File: config.mk
export PLATFORM = sky130hd
export DESIGN_NAME = noise_channel_gen_flat
export DESIGN_NICKNAME = d
export VERILOG_FILES = /design/src/rtl/noise_channel_gen_if.sv /design/src/rtl/noise_channel_gen.sv /design/src/flat_wrapper.sv
export SDC_FILE = /design/constraint.sdc
export NUM_CORES = 1
export LEC_CHECK = 0
export CAP_MARGIN = 20
export CORE_MARGIN = 2
export CORE_UTILIZATION = 53
export DETAILED_ROUTE_END_ITERATION = 6
export PLACE_DENSITY = 0.8
export SYNTH_ARGS = -nofsm -noshare
export SYNTH_HDL_FRONTEND = slang
export SYNTH_SLANG_ARGS = --single-unit
File: constraint.sdc
create_clock -name system_clock -period 2.7 [get_ports system_clock]
set_clock_uncertainty 0.1 [all_clocks]
set_input_delay 0.405 -clock system_clock [delete_from_list [all_inputs] [get_ports system_clock]]
set_output_delay 0.405 -clock system_clock [all_outputs]
set_load 0.01 [all_outputs]
File: src/rtl/noise_channel_gen_if.sv
// Register/control bundle and status outputs for the noise voice.
// The master drives the register fields; the slave (the voice) drives wave/status.
interface noise_channel_gen_if #(
  parameter int unsigned LFSR_WIDTH = 15,
  parameter int unsigned OUT_WIDTH  = 24,
  parameter int unsigned LEN_WIDTH  = 6
);
  logic [LEN_WIDTH-1:0]  NR41_len;
  logic                  length_load;
  logic [7:0]            NR42;
  logic [7:0]            NR43;
  logic                  length_enable;
  logic                  trigger;
  logic                  length_tick;
  logic                  envelope_tick;
  logic [OUT_WIDTH-1:0]  wave;
  logic                  active;
  logic [LFSR_WIDTH-1:0] lfsr_dbg;

  modport master (
    output NR41_len, length_load, NR42, NR43, length_enable, trigger,
           length_tick, envelope_tick,
    input  wave, active, lfsr_dbg
  );

  modport slave (
    input  NR41_len, length_load, NR42, NR43, length_enable, trigger,
           length_tick, envelope_tick,
    output wave, active, lfsr_dbg
  );
endinterface

File: src/rtl/noise_channel_gen.sv
// APU noise voice: prescaled frequency timer stepping an LFSR, length counter,
// volume envelope, trigger restart and DAC gating, all in one clock domain.
module noise_channel_gen #(
  parameter int unsigned LFSR_WIDTH  = 15,
  parameter int unsigned SHORT_WIDTH = 7,
  parameter int unsigned OUT_WIDTH   = 24,
  parameter int unsigned LEN_WIDTH   = 6,
  parameter int unsigned PRESCALE    = 4
) (
  input  logic system_clock,
  input  logic reset_n,
  noise_channel_gen_if.slave bus
);

  localparam int unsigned TIMER_W = 22;  // 112 << 15 still fits
  localparam int unsigned PRE_W   = (PRESCALE > 1) ? $clog2(PRESCALE) : 1;
  localparam int unsigned CTR_W   = LEN_WIDTH + 1;
  localparam logic [PRE_W-1:0] PRE_LAST = PRE_W'(PRESCALE - 1);
  localparam logic [CTR_W-1:0] FULL_LEN = CTR_W'(2 ** LEN_WIDTH);

  logic [LFSR_WIDTH-1:0] lfsr;
  logic [TIMER_W-1:0]    timer;
  logic [PRE_W-1:0]      prescaler;
  logic [CTR_W-1:0]      len_ctr;
  logic [2:0]            env_ctr;
  logic [3:0]            volume;
  logic                  active;
  logic [OUT_WIDTH-1:0]  wave;

  logic                  dac_on_c;
  logic                  frozen_c;
  logic [TIMER_W-1:0]    period_c;
  logic [LFSR_WIDTH-1:0] lfsr_next_c;
  logic                  len_dec_c;
  logic                  len_expire_c;
  logic                  env_step_c;
  logic [3:0]            amp_c;

  // Period, next LFSR state and event qualifiers
  always_comb begin
    logic fb;
    dac_on_c = |bus.NR42[7:3];
    frozen_c = bus.NR43[7:4] >= 4'd14;
    if (bus.NR43[2:0] == 3'd0) period_c = TIMER_W'(8);
    else                       period_c = TIMER_W'({bus.NR43[2:0], 4'b0000});
    period_c = period_c << bus.NR43[7:4];

    fb          = lfsr[0] ^ lfsr[1];
    lfsr_next_c = {fb, lfsr[LFSR_WIDTH-1:1]};
    if (bus.NR43[3]) lfsr_next_c[SHORT_WIDTH-1] = fb;

    // trigger and length_load both pre-empt a same-cycle length decrement
    len_dec_c    = bus.length_tick && bus.length_enable && (len_ctr != '0)
                   && !bus.trigger && !bus.length_load;
    len_expire_c = len_dec_c && (len_ctr == CTR_W'(1));
    env_step_c   = bus.envelope_tick && active && (bus.NR42[2:0] != 3'd0);
    amp_c        = (active && !lfsr[0]) ? volume : 4'h0;
  end

  always_ff @(posedge system_clock or negedge reset_n) begin
    if (!reset_n) begin
      lfsr      <= '1;
      timer     <= '0;
      prescaler <= '0;
      len_ctr   <= '0;
      env_ctr   <= '0;
      volume    <= '0;
      active    <= 1'b0;
      wave      <= '0;
    end else begin
      // Frequency timer and LFSR; the voice only runs while active
      if (bus.trigger) begin
        lfsr      <= '1;
        timer     <= period_c;
        prescaler <= '0;
      end else if (active && !frozen_c) begin
        if (prescaler == PRE_LAST) begin
          prescaler <= '0;
          if (timer < TIMER_W'(2)) begin
            timer <= period_c;
            lfsr  <= lfsr_next_c;
          end else begin
            timer <= timer - TIMER_W'(1);
          end
        end else begin
          prescaler <= prescaler + PRE_W'(1);
        end
      end

      if (bus.length_load)
        len_ctr <= FULL_LEN - CTR_W'(bus.NR41_len);
      else if (bus.trigger) begin
        if (len_ctr == '0) len_ctr <= FULL_LEN;
      end else if (len_dec_c)
        len_ctr <= len_ctr - CTR_W'(1);

      // DAC off overrides everything, including a trigger
      if (!dac_on_c)         active <= 1'b0;
      else if (bus.trigger)  active <= 1'b1;
      else if (len_expire_c) active <= 1'b0;

      if (bus.trigger) begin
        volume  <= bus.NR42[7:4];
        env_ctr <= bus.NR42[2:0];
      end else if (env_step_c) begin
        if (env_ctr < 3'd2) begin
          env_ctr <= bus.NR42[2:0];
          if (bus.NR42[3] && (volume != 4'hF))      volume <= volume + 4'd1;
          else if (!bus.NR42[3] && (volume != 4'h0)) volume <= volume - 4'd1;
        end else begin
          env_ctr <= env_ctr - 3'd1;
        end
      end

      wave <= {amp_c, {(OUT_WIDTH-4){1'b0}}};
    end
  end

  assign bus.wave     = wave;
  assign bus.active   = active;
  assign bus.lfsr_dbg = lfsr;

endmodule
File: src/flat_wrapper.sv
// flat-port wrapper written by rule: the top's interface ports become plain ports
module noise_channel_gen_flat 
#(
  parameter int unsigned LFSR_WIDTH  = 15,
  parameter int unsigned SHORT_WIDTH = 7,
  parameter int unsigned OUT_WIDTH   = 24,
  parameter int unsigned LEN_WIDTH   = 6,
  parameter int unsigned PRESCALE    = 4
)
  (system_clock, reset_n, bus_NR41_len, bus_length_load, bus_NR42, bus_NR43, bus_length_enable, bus_trigger, bus_length_tick, bus_envelope_tick, bus_wave, bus_active, bus_lfsr_dbg);
  noise_channel_gen_if #(.LFSR_WIDTH(LFSR_WIDTH), .OUT_WIDTH(OUT_WIDTH), .LEN_WIDTH(LEN_WIDTH)) bus_i ();
  input  logic system_clock;
  input  logic reset_n;
  input wire logic [$bits(bus_i.NR41_len)-1:0] bus_NR41_len;
  input wire logic [$bits(bus_i.length_load)-1:0] bus_length_load;
  input wire logic [$bits(bus_i.NR42)-1:0] bus_NR42;
  input wire logic [$bits(bus_i.NR43)-1:0] bus_NR43;
  input wire logic [$bits(bus_i.length_enable)-1:0] bus_length_enable;
  input wire logic [$bits(bus_i.trigger)-1:0] bus_trigger;
  input wire logic [$bits(bus_i.length_tick)-1:0] bus_length_tick;
  input wire logic [$bits(bus_i.envelope_tick)-1:0] bus_envelope_tick;
  output wire logic [$bits(bus_i.wave)-1:0] bus_wave;
  output wire logic [$bits(bus_i.active)-1:0] bus_active;
  output wire logic [$bits(bus_i.lfsr_dbg)-1:0] bus_lfsr_dbg;
  assign bus_i.NR41_len = bus_NR41_len;
  assign bus_i.length_load = bus_length_load;
  assign bus_i.NR42 = bus_NR42;
  assign bus_i.NR43 = bus_NR43;
  assign bus_i.length_enable = bus_length_enable;
  assign bus_i.trigger = bus_trigger;
  assign bus_i.length_tick = bus_length_tick;
  assign bus_i.envelope_tick = bus_envelope_tick;
  assign bus_wave = bus_i.wave;
  assign bus_active = bus_i.active;
  assign bus_lfsr_dbg = bus_i.lfsr_dbg;
  noise_channel_gen #(.LFSR_WIDTH(LFSR_WIDTH), .SHORT_WIDTH(SHORT_WIDTH), .OUT_WIDTH(OUT_WIDTH), .LEN_WIDTH(LEN_WIDTH), .PRESCALE(PRESCALE)) u_core (.system_clock(system_clock), .reset_n(reset_n), .bus(bus_i));
endmodule
# Word level (Yosys, flattened, before mapping)
# Index checks and enable logic that the tools add are counted.
# classes
add_sub_neg	7
magnitude_cmp	3
n_eq_ne	5
shift	1
mux	29
bitwise_logic	1
n_reduce_logical	33
# ops
cell	count
$mux W22	4
$mux W15	4
$mux W7	5
$mux W4	6
$lt A22 B2 Y1 const B	1
$shl A7 B4 Y22	1
$sub A22 B1 Y22 const B	1
$logic_and A1 B1 Y1	11
$reduce_bool A2 Y1	5
$mux W3	3
$reduce_bool A3 Y1	3
$eq A7 B1 Y1 const B	1
$logic_not A7 Y1	1
$reduce_bool A7 Y1	1
$sub A7 B1 Y7 const B	1
$sub A7 B6 Y7 const A	1
$mux W2	3
$reduce_and A3 Y1	2
$logic_not A1 Y1	5
$reduce_or A5 Y1	1
$add A4 B1 Y4 const B	1
$ge A4 B4 Y1 const B	1
$mux W1	4
$ne A4 B4 Y1 const B	1
other kinds (11)	12
# totals
ff_bits	58
in_bits	29
out_inout_bits	40
elab_cells	87

# Depth between registers and ports, before layout
# depth
depth_word	8
ltp_mapped	8
ltp_nobuf	8

# Worst setup path before layout
# OpenSTA, ideal clock, no wires.
# synth_timing
kind	reg-to-reg
startpoint	register u_core.timer[1]
endpoint	register u_core.timer[20]
setup_time_ns	0.065
arrival_time_ns	2.270
required_time_ns	2.535
slack_ns	0.265
stages_incl_launch_ff	8
period_less_slack_ns	2.435
cell_sequence	dfrtp_1 -> inv_1 -> ha_1 -> or4b_1 -> or4_4 -> or4_1 -> a21oi_1 -> a211o_1
# synth_between
elab_chain_len	5
# synth_rtl
element	line_no	text
from (decl)	noise_channel_gen.sv:22	logic [TIMER_W-1:0] timer;
from (signal assigned)	noise_channel_gen.sv:74	timer <= period_c;
from (signal assigned)	noise_channel_gen.sv:80	timer <= period_c;
from (signal assigned)	noise_channel_gen.sv:83	timer <= timer - TIMER_W'(1);
$sub A22 B1 Y22 or $lt A22 B2 Y1 (tied branches)	noise_channel_gen.sv:83, noise_channel_gen.sv:79	
$mux W22 *	noise_channel_gen.sv:79	if (timer < TIMER_W'(2)) begin
$mux W22 *	noise_channel_gen.sv:77	if (prescaler == PRE_LAST) begin
$mux W22 *	noise_channel_gen.sv:76	end else if (active && !frozen_c) begin
$mux W22 *	noise_channel_gen.sv:72	if (bus.trigger) begin
# Every way passes the cells marked *; elsewhere a longest branch is shown, timed or not. The select of a mux whose other input is x is not followed.
# A chain may end at the register's enable or synchronous reset.

# Final worst setup path
# layout_timing
startpoint	register u_core.timer[7]
endpoint	register u_core.timer[17]
# The elaborated chain is that of the path after synthesis.

==> metrics.txt <==
largest net degree at the start of global routing 29; f_max 395.8 MHz; Final #Nets 550; Clock Tree Buf Depth 2; Final Setup Violations 0; reg-to-reg startpoint u_core.timer[7]$_DFFE_PN0P_; CP max FO 10; via count 3665; flops & latches, synth 58; Worst path top cell family by delay simple AND/OR/NAND/NOR gates; Crit Path Class reg2reg; routed wire length 9765 um; share of the synthesized area in the top cell type 27.99%; ys flop type dfrtp_1; CP required 2850 ps; Synth Area per Inst 8.523 um^2; Setup crit end u_core.timer[17]$_DFFE_PN0P_; IO Count 69; Final min period 2527 ps; DRT Pass-1 Iters 6; Worst VDD drop 0.4023 mV; ant diodes 0; synth top area cells dfrtp_1, dfstp_2, o21ai_0; Die Y-Extent 89.16 um; Final Worst Setup Slack 173.3 ps; CTS buffer count 9; unrepaired setup endpoints after global routing no; LEAKAGE 2.002 nW; R2R depth 6; remaining antenna violation count 0; total of warnings raised by yosys 0; Slew Limit Fails 0; Worst Hold Class reg2reg; Port Buffers 48; total grt overflow 0; GRT Util Overall 24.73%; WL/cell 15.88 um; fill count 592; Die ar. 0.007950 mm^2; cell depth of the worst setup path 6; WHS Path Cells 2; PD cells 640.9 mW/mm^2; vias per cell 5.959; startpoint types flip-flop; Post-DP HPWL 7134 um; Synth cell types 66; Tcrit/Tclk final 93.58%; sequential area share after synthesis 38.25%; CTS tree built; Routability Congestion 0.8957; chip width 89.16 um; crit path capture type flip-flop; worst-path cell chain or4_4 > nor4_2 > a41oi_1 > buf_4 > and4_1 > nor4_1; Fin. Hold Viols 0; TNS Setup 0 ps; clk_lat worst skew 350 ps; first-pass GRT wire length 15320 um; initial antenna violation count 0; CORE AREA 0.007137 mm^2; Initial Util 53.86%; final core occ 65.48%; Worst Path Arrival 2680 ps; CP peak stage delay 600 ps; clock-pin slew on the worst setup and hold paths 70 ps; mapped cell area 0.003844 mm^2; Root Buffer clkbuf_8; CTS H-tree depth 3; vias in the first global route 3305; Crit Reg-Reg Endpoint u_core.timer[17]$_DFFE_PN0P_; Post-synth EDFFs 0; slowest CP cell or4_4; Layout Area Growth over Synthesis 21.58%; Place WS 116.2 ps; Worst-Margin Slew 571.5 ps; DRT iter0 DRCs 257; Slew HR 61.55%; Reg2Reg Setup Slack 170 ps; FP Rows 31; cell taking the most area after synthesis dfrtp_1; # DRC 0; layout cells sized above 1 13.57%; maxcap violations 0; crit path buf inv count 1; Setup Buffers After CTS 0; status complete, no violations; clk sinks 58; async set or reset register ratio after synthesis 100.0%; crit path launch u_core.timer[7]$_DFFE_PN0P_; Mapped Cells 451
## cell type report
cell class / count / area (um^2) / share of cell area (%)
well taps: 99 / 123.9 / 2.651
clock buffers: 9 / 123.9 / 2.651
multi-input cells: 350 / 2133 / 45.65
repair buffers: 74 / 685.7 / 14.67
clock inverters: 7 / 68.82 / 1.473
flip-flops and latches: 58 / 1470 / 31.46
inverters: 18 / 67.56 / 1.446
## power by group
group	total [mW]	internal, mW	switching, mW
combinational	0.961	0.453	0.508
clock	0.799	0.423	0.376
sequential	1.23	1.04	0.197
## metrics by stage
stage / hold WS (ps) / area [um^2] / cells / power [mW]
finish: 386.6 / 4673 / 615 / 2.995
global route: 421.0 / 4673 / 615 / 3.171
CTS: 391.8 / 4669 / 615 / 2.982
detailed placement: 246.1 / 4467 / 598 / 2.178
global placement: 240.5 / 4467 / 598 / 2.138
floorplan: 9.409 / 3915 / 470 / 1.858
## logic make-up (layout without fill, tap and decap cells)
| group | Yosys count | count (layout) | synth area share, % |
|---|---|---|---|
| flip-flops | 58 | 58 | 38.25 |
| adder cells (fa/ha/maj) | 10 | 10 | 3.451 |
| other | 1 | 20 | 0.09756 |
| multiplexers | 8 | 8 | 2.148 |
| AO/OA/AOI/OAI | 121 | 121 | 20.64 |
| buffers and inverters | 62 | 108 | 8.300 |
| XOR/XNOR | 9 | 9 | 2.051 |
| AND/OR/NAND/NOR | 182 | 182 | 25.07 |
## how the worst min path moves through the flow
stage	startpoint	endpoint	slack, ps
after detailed placement	reset_n	u_core.timer[14]$_DFFE_PN0P_	250
after global placement	reset_n	u_core.timer[14]$_DFFE_PN0P_	240
after CTS	u_core.bus.lfsr_dbg[5]$_DFFE_PN1P_	u_core.bus.lfsr_dbg[5]$_DFFE_PN1P_	390
after global routing	u_core.bus.lfsr_dbg[9]$_DFFE_PN1P_	u_core.bus.lfsr_dbg[9]$_DFFE_PN1P_	420
after floorplan	reset_n	u_core.bus.active$_DFFE_PN0P_	9
final	u_core.bus.lfsr_dbg[5]$_DFFE_PN1P_	u_core.bus.lfsr_dbg[5]$_DFFE_PN1P_	390
## synthesized netlist by cell type, types with 3 or more instances
library cell,count
a211o_1,4
a21o_1,7
a21oi_1,27
a221o_1,5
a31oi_1,4
and2_1,5
buf_1,3
buf_2,3
buf_4,20
clkbuf_1,17
dfrtp_1,43
dfstp_2,15
ha_1,9
inv_1,17
mux2i_1,6
nand2_1,41
nand3_1,10
nand4_1,8
nor2_1,41
nor2b_1,3
nor3_1,20
nor3b_1,4
nor4_1,16
o21a_1,3
o21ai_0,37
o22ai_1,4
o311ai_0,6
o32a_1,3
or2_2,4
or3_1,7
or4_1,6
xnor2_1,5
xor2_1,4
## worst reg2reg max path: cells and delay by family (launching register included)
| kind | cells | cell delay [ps] |
|---|---|---|
| simple gates | 4 | 1370 |
| buf+inv | 1 | 270 |
| compound gates | 1 | 250 |
| flops | 1 | 420 |
## registers in the layout, indices dropped and copies added (netlist names)
name,count
u_core.len_ctr,7
u_core.prescaler,2
u_core.bus.wave,4
u_core.volume,4
u_core.bus.lfsr_dbg,15
u_core.env_ctr,3
u_core.bus.active,1
u_core.timer,22
## what timing repair did
| item | CTS | global route |
|---|---|---|
| hold buffers | 1 | 0 |
| hold endpoints to repair | 8 | 0 |
| resized for setup | 0 | 1 |
| endpoints found under the setup margin | 0 | 1 |
## routing by layer
metal  vias to the layer above  global-route usage (%)  wire (um)
met5                         -                       0          0
met4                         0                   8.820        186
met3                        29                   3.786        660
met2                       189                   41.75       4760
met1                      1693                   32.28       4158
li1                       1754                       -          -
## layout by cell type (no fill, tap or decap), drive strengths merged, types with 8 or more instances in the layout
master	synthesis	final
or4	8	8
dfstp	15	15
clkdlybuf4s50	0	47
nor3	20	20
inv	17	18
nor4	17	17
clkbuf	17	9
buf	27	26
conb	1	20
nand2	41	41
o21ai	37	37
nand3	10	10
dfrtp	43	43
nand4	8	8
a21oi	27	27
nor2	41	41
ha	9	9
(Power assumes the default switching activity.)
